===== src/rtl/chipbus_slot_arbiter.sv =====
// chipbus_slot_arbiter
// Splits the master clock into bus slots of SLOT_CLKS cycles and hands each
// slot to Agnus DMA, the 68000, or nobody. DMA has priority. CPU cycles end
// with _DTACK; an XRDY-low sample stretches the CPU cycle by a whole slot.
// Optional feature: define CHIPBUS_ARB_FAIRNESS_EN to build the deny counter
// that lets a starved CPU win one slot over a non-urgent DMA request.
module chipbus_slot_arbiter #(
  parameter int SLOT_CLKS = 8,
  parameter int MAX_WAIT  = 3
) (
  input  logic                         CLK,
  input  logic                         RST,
  input  logic                         DMA_REQ,
  input  logic                         DMA_URGENT,
  input  logic                         CPU_SEL,
  input  logic                         XRDY,
  output logic [$clog2(SLOT_CLKS)-1:0] SLOT_PH,
  output logic                         SLOT_START,
  output logic                         DMA_GNT,
  output logic                         CPU_GNT,
  output logic                         DMA_MISS,
  output logic                         _DBR,
  output logic                         _DTACK
);

  localparam int PH_W = $clog2(SLOT_CLKS);
  localparam logic [PH_W-1:0] PH_LAST = PH_W'(SLOT_CLKS - 1);
  localparam logic [PH_W-1:0] PH_XRDY = PH_W'(SLOT_CLKS - 2);

  typedef enum logic [1:0] {IDLE, DMA_ACC, CPU_ACC, ACKED} state_t;

  state_t state;
  logic   run;        // low until the first slot after reset has begun
  logic   ext;        // XRDY was low: the CPU keeps the next slot
  logic   armed;      // CPU_SEL seen low since the last acknowledge/reset
  logic   slot_edge;  // this edge enters phase 0
  logic   ext_live;
  logic   cpu_pend;
  logic   fair_win;
  logic   cpu_win;
  logic   dma_win;
  logic   acked_nxt;
  logic   dma_nxt;

  // The first edge after reset starts slot 0; afterwards every wrap does.
  assign slot_edge = !run || (SLOT_PH == PH_LAST);

`ifdef CHIPBUS_ARB_FAIRNESS_EN
  localparam int DENY_W = $clog2(MAX_WAIT) + 1;
  logic [DENY_W-1:0] deny;

  // Count slots the pending CPU lost to DMA; any CPU grant or a released
  // CPU_SEL starts the count over.
  always_ff @(posedge CLK) begin
    if (RST || !CPU_SEL)
      deny <= '0;
    else if (slot_edge) begin
      if (cpu_win)
        deny <= '0;
      else if (cpu_pend && dma_win && deny != '1)
        deny <= deny + DENY_W'(1);
    end
  end
`else
  localparam int unused_max_wait = MAX_WAIT;
  logic unused_urgent;
  assign unused_urgent = DMA_URGENT;
`endif

  // Slot owner decision and the look-ahead terms that feed _DBR.
  always_comb begin
    // An abort (CPU_SEL low) also kills a pending extension.
    ext_live = ext && CPU_SEL;
    cpu_pend = CPU_SEL && armed;
    fair_win = 1'b0;
`ifdef CHIPBUS_ARB_FAIRNESS_EN
    fair_win = cpu_pend && !DMA_URGENT && (deny >= DENY_W'(MAX_WAIT));
`endif
    cpu_win   = ext_live || fair_win || (!DMA_REQ && cpu_pend);
    dma_win   = DMA_REQ && !cpu_win;
    acked_nxt = (state == ACKED && CPU_SEL) ||
                (state == CPU_ACC && CPU_SEL && SLOT_PH == PH_XRDY && XRDY);
    dma_nxt   = slot_edge ? dma_win : DMA_GNT;
  end

  // Phase counter, grants and the CPU cycle FSM; all outputs registered.
  always_ff @(posedge CLK) begin
    if (RST) begin
      run        <= 1'b0;
      SLOT_PH    <= '0;
      SLOT_START <= 1'b0;
      DMA_GNT    <= 1'b0;
      CPU_GNT    <= 1'b0;
      DMA_MISS   <= 1'b0;
      _DBR       <= 1'b1;
      _DTACK     <= 1'b1;
      state      <= IDLE;
      ext        <= 1'b0;
      armed      <= 1'b0;
    end else begin
      run        <= 1'b1;
      SLOT_PH    <= run ? SLOT_PH + PH_W'(1) : '0;
      SLOT_START <= slot_edge;
      DMA_MISS   <= slot_edge && DMA_REQ && !dma_win;
      _DBR       <= !(dma_nxt && CPU_SEL && !acked_nxt);
      if (!CPU_SEL)
        armed <= 1'b1;

      case (state)
        ACKED: begin
          if (!CPU_SEL) begin
            _DTACK <= 1'b1;
            state  <= IDLE;
          end
        end
        CPU_ACC: begin
          if (!CPU_SEL) begin
            // Aborted cycle: slot stays owned, no acknowledge.
            state <= IDLE;
            ext   <= 1'b0;
          end else if (SLOT_PH == PH_XRDY) begin
            if (XRDY) begin
              state  <= ACKED;
              _DTACK <= 1'b0;
              ext    <= 1'b0;
              armed  <= 1'b0;
            end else begin
              ext <= 1'b1;
            end
          end
        end
        default: ;
      endcase

      if (slot_edge) begin
        DMA_GNT <= dma_win;
        CPU_GNT <= cpu_win;
        if (cpu_win)
          state <= CPU_ACC;
        else if (state != ACKED)
          state <= dma_win ? DMA_ACC : IDLE;
      end
    end
  end

endmodule


===== config.mk =====
export PLATFORM = sky130hd
export DESIGN_NAME = chipbus_slot_arbiter
export DESIGN_NICKNAME = d
export VERILOG_FILES = /design/src/rtl/chipbus_slot_arbiter.sv
export SDC_FILE = /design/constraint.sdc
export NUM_CORES = 1
export LEC_CHECK = 0
export ABC_AREA = 1
export BUFFER_PORTS_ARGS = -buffer_cell sky130_fd_sc_hd__buf_2
export CAP_MARGIN = 20
export CORE_MARGIN = 5
export CORE_UTILIZATION = 43
export CTS_CLUSTER_DIAMETER = 200
export DETAILED_ROUTE_END_ITERATION = 8
export HOLD_SLACK_MARGIN = 0.05
export PLACE_DENSITY = 0.66
export SYNTH_ARGS = -nofsm -noshare
export SYNTH_HDL_FRONTEND = slang
export SYNTH_SLANG_ARGS = --single-unit

===== constraint.sdc =====
create_clock -name CLK -period 1.3 [get_ports CLK]
set_input_delay 0.13 -clock CLK [delete_from_list [all_inputs] [get_ports CLK]]
set_output_delay 0.13 -clock CLK [all_outputs]
set_load 0.005 [all_outputs]

==> results.json, run 1 <==
{
  "cts_tree": "yes",
  "syn_nets": 79,
  "fin_nets": 100,
  "stdcell_area_um2": 766,
  "drt_drc_violations_left": 0,
  "finalPower_uw": 838,
  "cts-root-buf": "clkbuf_4",
  "drv_cap": 0,
  "ys_ff_latch": 14,
  "setup_viol": 0,
  "cts.sinks": 14,
  "wl_mm": 1.14,
  "setup_ws_ns": 0.0337,
  "cp-endpoint": "state[1]$_SDFF_PP0_",
  "port-buffer-count": 13,
  "worstSetupStartpointType": "flop",
  "period_minus_slack_ns": 1.27,
  "coreArea_um2": 1270,
  "fmax_mhz": 790,
  "r2r-end": "state[1]$_SDFF_PP0_",
  "grt_pass1_wl_mm": 1.77,
  "reg2reg_from": "SLOT_PH[0]$_SDFF_PP0_",
  "grt_max_degree": 9,
  "layout_common_cells": "13 x buf_2, 12 x dfxtp_1, 10 x inv_1, 10 x nand2_1, 7 x nor2_1",
  "synth-seq-area-share_pct": 49.8,
  "syn_inst": 70,
  "syn_area_per_cell_um2": 8.04,
  "tightest_slew_ns": 0.247,
  "die_y_um": 46.2,
  "dpl_worst_slack_ns": -0.0107,
  "io_pins": 15,
  "cts.htree.levels": 1,
  "slew_headroom_pct": 83.5,
  "initial_core_util_pct": 44.4,
  "gp_congestion": 0.729,
  "cellLeakagePower_uw": 0.000379,
  "holdCritPathClass": "input port to flop",
  "numCtsBuffers": 3,
  "rsz0062_at_grt": "true",
  "synthDistinctLibCells": 15,
  "p_per_area_nw_per_um2": 1090,
  "antenna_cells": 0,
  "syn_area_um2": 563,
  "r2r_cells": 6,
  "final_common_cell": "buf_2",
  "die_x_um": 46.2,
  "clk_latency_ns": 0.27,
  "first_iter_violations": 6,
  "antenna_left": 0,
  "critical_path_arrival_ns": 1.45,
  "track_usage_pct": 11.7,
  "detail_route.wl_per_cell_um": 10.8,
  "fin_setup_tns_ns": 0,
  "avgViaCountPerCell": 4.85,
  "syn_to_final_growth_pct": 36.0,
  "ir_worst_vdd_mv": 0.855,
  "cts_buffer_depth": 2,
  "drive_above_1_share_pct": 38.9,
  "critPathRequiredTime_ns": 1.49,
  "clkSlewWorstSetupHoldPaths_ns": 0.08,
  "path_max_fanout": 4,
  "placed_cell_area_um2": 662,
  "fin_crit_sh_pct": 97.4,
  "antenna_found_initial": 0,
  "slew_violations": 0,
  "worstSetupPathType": "flop to flop",
  "die-area_um2": 2130,
  "drt_pre_antenna_iters": 4,
  "grt_pass1_vias": 437,
  "row_count": 13,
  "status": "finished, final reports clean",
  "rrSetupSlack_ns": 0.03,
  "grt-ovfl-total": 0,
  "vias": 509,
  "crit_path_end_kind": "flop",
  "hpwl_um": 792,
  "yosysWarnings": 0,
  "hold_violations": 0,
  "startpoint": "SLOT_PH[0]$_SDFF_PP0_",
  "finalClockSkew_ns": 0.00377
}
stage by stage:
| stage | hold WS (ns) | util (%) | instances |
|---|---|---|---|
| after floorplan | 0.199 | - | 70 |
| after global routing | 0.0759 | 60.4 | 105 |
| final | 0.0736 | 60.4 | 105 |
| after detailed placement | 0.363 | 52.2 | 100 |
| after global placement | 0.354 | 52.2 | 100 |
| after CTS | 0.0670 | 55.0 | 104 |
power by group:
group          internal, uW  total, uW  leakage, uW  switching, uW
sequential              445        454     0.000116           9.21
combinational          35.1       78.7     0.000243           43.5
clock                   170        305    0.0000210            135
synth_stat cells:
cell	number	share of area, %
nor2_4	1	2.0
o31ai_1	1	1.3
dfxtp_1	14	50
a21o_2	1	1.6
o211ai_1	1	1.3
a21oi_2	1	1.6
nor2_1	9	6.0
inv_1	12	8.0
nand3_1	7	6.2
o21ai_1	1	0.89
a21oi_1	3	2.7
or2_1	1	1.1
ha_1	3	6.7
nand2_1	11	7.3
o21ai_0	4	3.6
per-layer routing:
layer | global-route usage (%) | wire (um)
met1 | 14.5 | 518
met2 | 18.4 | 562
met3 | 3.52 | 45
met4 | 5.11 | 11
met5 | 0 | 0
layout make-up:
cell class	count	area, um^2
clock buffer	4	36.3
fill	125	503
inverter	12	45.0
multi-input combinational	44	292
sequential	14	283
tap	15	18.8
timing repair buffer	16	91.3
state kept, by name, summed over array words and instances (netlist names):
| name | count |
|---|---|
| _DBR | 1 |
| armed | 1 |
| state | 2 |
| _DTACK | 1 |
| DMA_GNT | 1 |
| DMA_MISS | 1 |
| ext | 1 |
| CPU_GNT | 1 |
| SLOT_PH | 3 |
| SLOT_START | 1 |
| run | 1 |
what timing repair did:
action	CTS	global route
resized for setup	1	17
endpoints found under the setup margin	2	6
buffers inserted	0	1
hold buffers	0	0
pin swaps	1	4
cells by family after synthesis:
| logic type | count (synthesis) | synth area share, % |
|---|---|---|
| AO/OA/AOI/OAI | 12 | 12.9 |
| adder cells (fa/ha/maj) | 3 | 6.67 |
| buffers and inverters | 12 | 8.00 |
| flip-flops | 14 | 49.8 |
| AND/OR/NAND/NOR | 29 | 22.7 |
worst min path at each step:
stage / endpoint / cells after the start / from / slack, ns
final: state[0]$_SDFF_PP0_ / 2 / RST / 0.07
after global routing: state[0]$_SDFF_PP0_ / 2 / RST / 0.08
after CTS: ext$_SDFFE_PP0P_ / 2 / RST / 0.07
after detailed placement: ext$_SDFFE_PP0P_ / 2 / RST / 0.36
after global placement: ext$_SDFFE_PP0P_ / 2 / RST / 0.35
after floorplan: ext$_SDFFE_PP0P_ / 1 / RST / 0.20
worst max-delay path: stages, from the launching register on:
cell and delay [ns]:
dfxtp_2 0.34, ha_4 0.16, ha_4 0.16, nor2_4 0.16, buf_6 0.12, nor2_2 0.03, o31ai_1 0.21
(Power assumes the default switching activity.)
==> run 2: changes to the inputs <==
BUFFER_PORTS_ARGS = -buffer_cell sky130_fd_sc_hd__buf_4   (was -buffer_cell sky130_fd_sc_hd__buf_2)
==> run 2 against run 1 <==
  * Critical path depth grew 1
  * Worst setup slack gained 0.053 ns
  * Clock skew shrank 0.0019 ns
  * Sequential power is essentially flat
  * First-iteration DRC count grew 17%
  * Sequential cell count is the same
  * Count of clock-buffer cells in the layout is the same
  * Critical path type unchanged
  * Highest routed layer unchanged
==> results.json, run 2 (same netlist as run 1, synthesis figures left out) <==
{
  "clkSlewWorstSetupHoldPaths_ns": 0.08,
  "numCtsBuffers": 3,
  "timing.critical_path.cells": "ha_2 > ha_2 > nor2_4 > inv_2 > o21ai_1 > or2_1 > inv_1",
  "drt_pre_antenna_iters": 4,
  "postCtsSetupBuffers": 0,
  "port-buffer-count": 13,
  "io_pins": 15,
  "period_minus_slack_ns": 1.21,
  "critPathSlowestCell": "dfxtp_2",
  "cts.sinks": 14,
  "grt-ovfl-total": 0,
  "hold_violations": 0,
  "first_iter_violations": 7,
  "finalClockSkew_ns": 0.00188,
  "hpwl_um": 860,
  "antenna_cells": 0,
  "fin_nets": 101,
  "cp_common_cell": "ha_2",
  "drt_drc_violations_left": 0,
  "clk_latency_ns": 0.28,
  "cp_slowest_stage_delay_ns": 0.33,
  "critPathRequiredTime_ns": 1.49,
  "detail_route.wl_per_cell_um": 11.0,
  "cts_tree": "yes",
  "top_regs": "SLOT_PH: 3 flops, state: 2 flops",
  "min_from": "DMA_REQ",
  "cts.htree.levels": 1,
  "stdcell_area_um2": 791,
  "fin_crit_sh_pct": 93.4,
  "cts-root-buf": "clkbuf_4",
  "coreArea_um2": 1270,
  "wl_mm": 1.16,
  "antenna_found_initial": 0,
  "rsz0062_at_grt": "false",
  "layout_common_cells": "15 x buf_4, 13 x dfxtp_1, 11 x inv_1, 10 x nand2_1, 8 x nor2_1",
  "grt_max_degree": 9,
  "setup_viol": 0,
  "crit_buf_inv": 2,
  "drive_above_1_share_pct": 34.1,
  "vias": 510,
  "syn_to_final_growth_pct": 40.4,
  "die-area_um2": 2130,
  "cts_buffer_depth": 2,
  "initial_core_util_pct": 44.4,
  "regMostFlops": "SLOT_PH",
  "holdCritPathClass": "input port to flop",
  "path_max_fanout": 3,
  "crit_path_end_kind": "flop",
  "reg2reg_from": "SLOT_PH[0]$_SDFF_PP0_",
  "cellLeakagePower_uw": 0.000392,
  "gp_congestion": 0.690,
  "tightest_slew_ns": 0.203,
  "die_x_um": 46.2,
  "finalPower_uw": 851,
  "ir_worst_vdd_mv": 0.887,
  "drv_cap": 0,
  "final_common_cell": "buf_4",
  "num-fill-cells": 119,
  "worstSetupPathType": "flop to flop",
  "fmax_mhz": 824,
  "row_count": 13,
  "worstSetupStartpointType": "flop",
  "slew_headroom_pct": 86.5,
  "track_usage_pct": 12.9,
  "die_y_um": 46.2,
  "avgViaCountPerCell": 4.81,
  "grt_pass1_vias": 498,
  "startpoint": "SLOT_PH[0]$_SDFF_PP0_",
  "status": "finished, final reports clean",
  "critical_path_arrival_ns": 1.40,
  "placed_cell_area_um2": 702,
  "p_per_area_nw_per_um2": 1080,
  "antenna_left": 0,
  "grt_pass1_wl_mm": 1.93,
  "critPathTopFamily": "adder cells",
  "largest_reg_flops": 3,
  "slew_violations": 0
}
## run 2: power breakdown
group	internal (uW)	switching, uW	total [uW]
Sequential	445	8.20	453
Combinational	45.9	45.2	91.1
Clock	170	137	307
Total	661	190	851
## run 2: timing repair
item,4_1_cts,5_1_grt
hold buffers,1,0
endpoints found under the hold margin,3,0
setup endpoints to repair,3,9
resized for setup,2,11
pin swaps,0,5
## run 2: worst register-to-register path, stage by stage (launching register included)
cell     delay [ns]
dfxtp_2        0.33
ha_2           0.17
ha_2           0.18
nor2_4         0.12
inv_2          0.06
o21ai_1        0.12
or2_1          0.12
inv_1          0.03
## run 2: final timing paths
kind                                to  slack (ns)  depth (start not counted)
setup / recovery  CPU_GNT$_SDFFE_PP0N_        0.09                          7
hold / removal     DMA_MISS$_SDFF_PP0_         0.1                          3
setup reg to reg  CPU_GNT$_SDFFE_PP0N_        0.09                          7
hold reg to reg    _DTACK$_SDFFE_PP1P_        0.46                          2
## run 2: cell type report
| cell class | instances | area, um^2 | area share [%] |
|---|---|---|---|
| flip-flops and latches | 14 | 282 | 35.6 |
| multi-input cells | 44 | 275 | 34.8 |
| repair buffers | 17 | 134 | 16.9 |
| inverters | 12 | 45.0 | 5.70 |
| clock buffers | 4 | 36.3 | 4.59 |
| well taps | 15 | 18.8 | 2.37 |
## run 2: through the flow
step	setup TNS, ns	util, %	hold slack, ns	cells	setup slack [ns]
final	0	62.3	0.0983	106	0.0864
after global routing	0	62.3	0.119	106	0.0173
after CTS	0	59.4	0.0975	106	0.00162
after detailed placement	-0.00347	55.3	0.332	101	-0.00347
after global placement	0	55.3	0.331	101	0.0170
after floorplan	0	-	0.199	70	0.0198
## run 2: layer usage
layer  GRT usage, %  wire, um  part of all wire [%]  vias up
met4           5.11        10                  0.86        0
met3           5.86        79                   6.8        2
met2           22.0       592                    51       13
met5              0         0                     0        -
li1               -         -                     -      267
met1           13.6       479                    41      228
==> run 3: changes to the inputs <==
==> constraint.sdc (replaced) <==
create_clock -name CLK -period 1.3 [get_ports CLK]
set_input_delay 0.065 -clock CLK [delete_from_list [all_inputs] [get_ports CLK]]
set_output_delay 0.065 -clock CLK [all_outputs]
set_load 0.005 [all_outputs]
==> run 3 against run 2 <==
  * Global-route usage is 0.73 points higher
  * Via count is 0.59% higher
  * Sequential cell count stayed put
  * Clock power increased by 3%
  * Die area unchanged
  * Critical endpoint is now state[1]$_SDFF_PP0_
  * Largest power group unchanged
==> results.json, run 3 (same netlist as run 1, synthesis figures left out) <==
{
  "dpl_worst_slack_ns": 0.00176,
  "cts.sinks": 14,
  "worstSetupStartpointType": "flop",
  "reg2reg_from": "SLOT_PH[0]$_SDFF_PP0_",
  "r2r_cells": 7,
  "hold_violations": 0,
  "fmax_mhz": 825,
  "vias": 513,
  "rsz0062_at_grt": "false",
  "top_regs": "SLOT_PH: 3 flops, state: 2 flops",
  "drv_cap": 0,
  "wl_mm": 1.17,
  "tightest_slew_ns": 0.199,
  "grt-ovfl-total": 0,
  "critPathRequiredTime_ns": 1.48,
  "crit_path_end_kind": "flop",
  "cts-root-buf": "clkbuf_4",
  "slew_violations": 0,
  "grt_pass1_wl_mm": 2.01,
  "worstSetupPathType": "flop to flop",
  "cts.htree.levels": 1,
  "r2r-end": "state[1]$_SDFF_PP0_",
  "track_usage_pct": 13.6,
  "final_common_cell": "buf_4",
  "finalPower_uw": 860,
  "clkSlewWorstSetupHoldPaths_ns": 0.09,
  "setup_viol": 0,
  "num-fill-cells": 125,
  "finalClockSkew_ns": 0.00427,
  "layout_common_cells": "17 x buf_4, 13 x dfxtp_1, 11 x inv_1, 10 x nand2_1, 8 x nor2_1",
  "port-buffer-count": 13,
  "antenna_cells": 0,
  "cts_buffer_depth": 2,
  "detail_route.wl_per_cell_um": 10.8,
  "ir_worst_vdd_mv": 0.644,
  "avgViaCountPerCell": 4.75,
  "drive_above_1_share_pct": 33.3,
  "syn_to_final_growth_pct": 42.4,
  "hold_depth": 3,
  "fin_setup_tns_ns": 0,
  "initial_core_util_pct": 44.4,
  "min_from": "XRDY",
  "die-area_um2": 2130,
  "numCtsBuffers": 3,
  "cellLeakagePower_uw": 0.000403,
  "die_x_um": 46.2,
  "drt_pre_antenna_iters": 5,
  "status": "finished, final reports clean",
  "gp_congestion": 0.690,
  "antenna_left": 0,
  "antenna_found_initial": 0,
  "coreArea_um2": 1270,
  "die_y_um": 46.2,
  "fin_nets": 103,
  "holdCritPathClass": "input port to flop",
  "io_pins": 15,
  "setup_ws_ns": 0.0876,
  "largest_reg_flops": 3,
  "row_count": 13,
  "fin_crit_sh_pct": 93.3,
  "cts_tree": "yes",
  "grt_pass1_vias": 488,
  "slew_headroom_pct": 86.7,
  "p_per_area_nw_per_um2": 1070,
  "period_minus_slack_ns": 1.21,
  "critical_path_arrival_ns": 1.39,
  "min_to": "_DBR$_SDFF_PP1_",
  "path_max_fanout": 3,
  "regMostFlops": "SLOT_PH",
  "first_iter_violations": 10,
  "drt_drc_violations_left": 0,
  "grt_max_degree": 9,
  "rrSetupSlack_ns": 0.09,
  "clk_latency_ns": 0.28
}
-- run 3: cell types whose count changed in the layout (fill, tap and decap cells not counted), sizes merged --
cell / delta
dlygate4sd3: +1
buf: +1
-- run 3: what timing repair did --
| action | 4_1_cts | 5_1_grt |
|---|---|---|
| gates resized for setup | 2 | 9 |
| hold buffers | 2 | 0 |
| buffers inserted | 0 | 1 |
| setup endpoints to repair | 3 | 6 |
| pin swaps | 0 | 4 |
| endpoints found under the hold margin | 5 | 0 |
-- run 3: critical path, cell delays in order, from the launching register on --
cell	delay [ns]
dfxtp_2	0.33
ha_1	0.19
ha_2	0.18
nor2_4	0.11
buf_4	0.13
nor2_1	0.04
nand2_1	0.08
o31ai_1	0.07
-- run 3: how the worst max path moves through the flow --
| stage | startpoint | endpoint |
|---|---|---|
| after floorplan | SLOT_PH[0]$_SDFF_PP0_ | CPU_GNT$_SDFFE_PP0N_ |
| after global placement | SLOT_PH[0]$_SDFF_PP0_ | armed$_SDFF_PP0_ |
| after detailed placement | SLOT_PH[0]$_SDFF_PP0_ | armed$_SDFF_PP0_ |
| after CTS | SLOT_PH[0]$_SDFF_PP0_ | armed$_SDFF_PP0_ |
| after global routing | SLOT_PH[0]$_SDFF_PP0_ | state[1]$_SDFF_PP0_ |
| final | SLOT_PH[0]$_SDFF_PP0_ | state[1]$_SDFF_PP0_ |
-- run 3: metrics by stage --
stage          area (um^2)  util (%)  std cells  hold WS [ns]
2_1_floorplan          563         -         70         0.134
3_3_place_gp           702      55.3        101         0.266
3_5_place_dp           702      55.3        101         0.269
4_1_cts                766      60.4        107        0.0714
5_1_grt                802      63.2        108        0.0713
6_report               802      63.2        108        0.0778
-- run 3: area by class of cell --
cell class                      count  area, um^2  area share (%)
Tap cell                           15        18.8            2.34
Sequential cell                    14         282            35.1
Multi-Input combinational cell     44         273            34.0
Clock buffer                        4        36.3            4.52
Inverter                           12        45.0            5.62
Timing Repair Buffer               19         148            18.4
-- run 3: routing by layer --
metal | GRT usage, % | vias to the layer above | part of all wire, %
li1 | - | 271 | -
met2 | 19.5 | 13 | 47
met1 | 17.2 | 224 | 46
met3 | 4.69 | 5 | 4.6
met4 | 8.52 | 0 | 2.1
met5 | 0 | - | 0
-- run 3: power breakdown --
part | internal (uW) | total (uW) | leakage [uW] | switching, uW
Sequential | 445 | 453 | 0.000115 | 7.97
Clock | 170 | 315 | 0.0000210 | 144
Combinational | 46.9 | 92.4 | 0.000267 | 45.5
Total | 662 | 860 | 0.000403 | 198
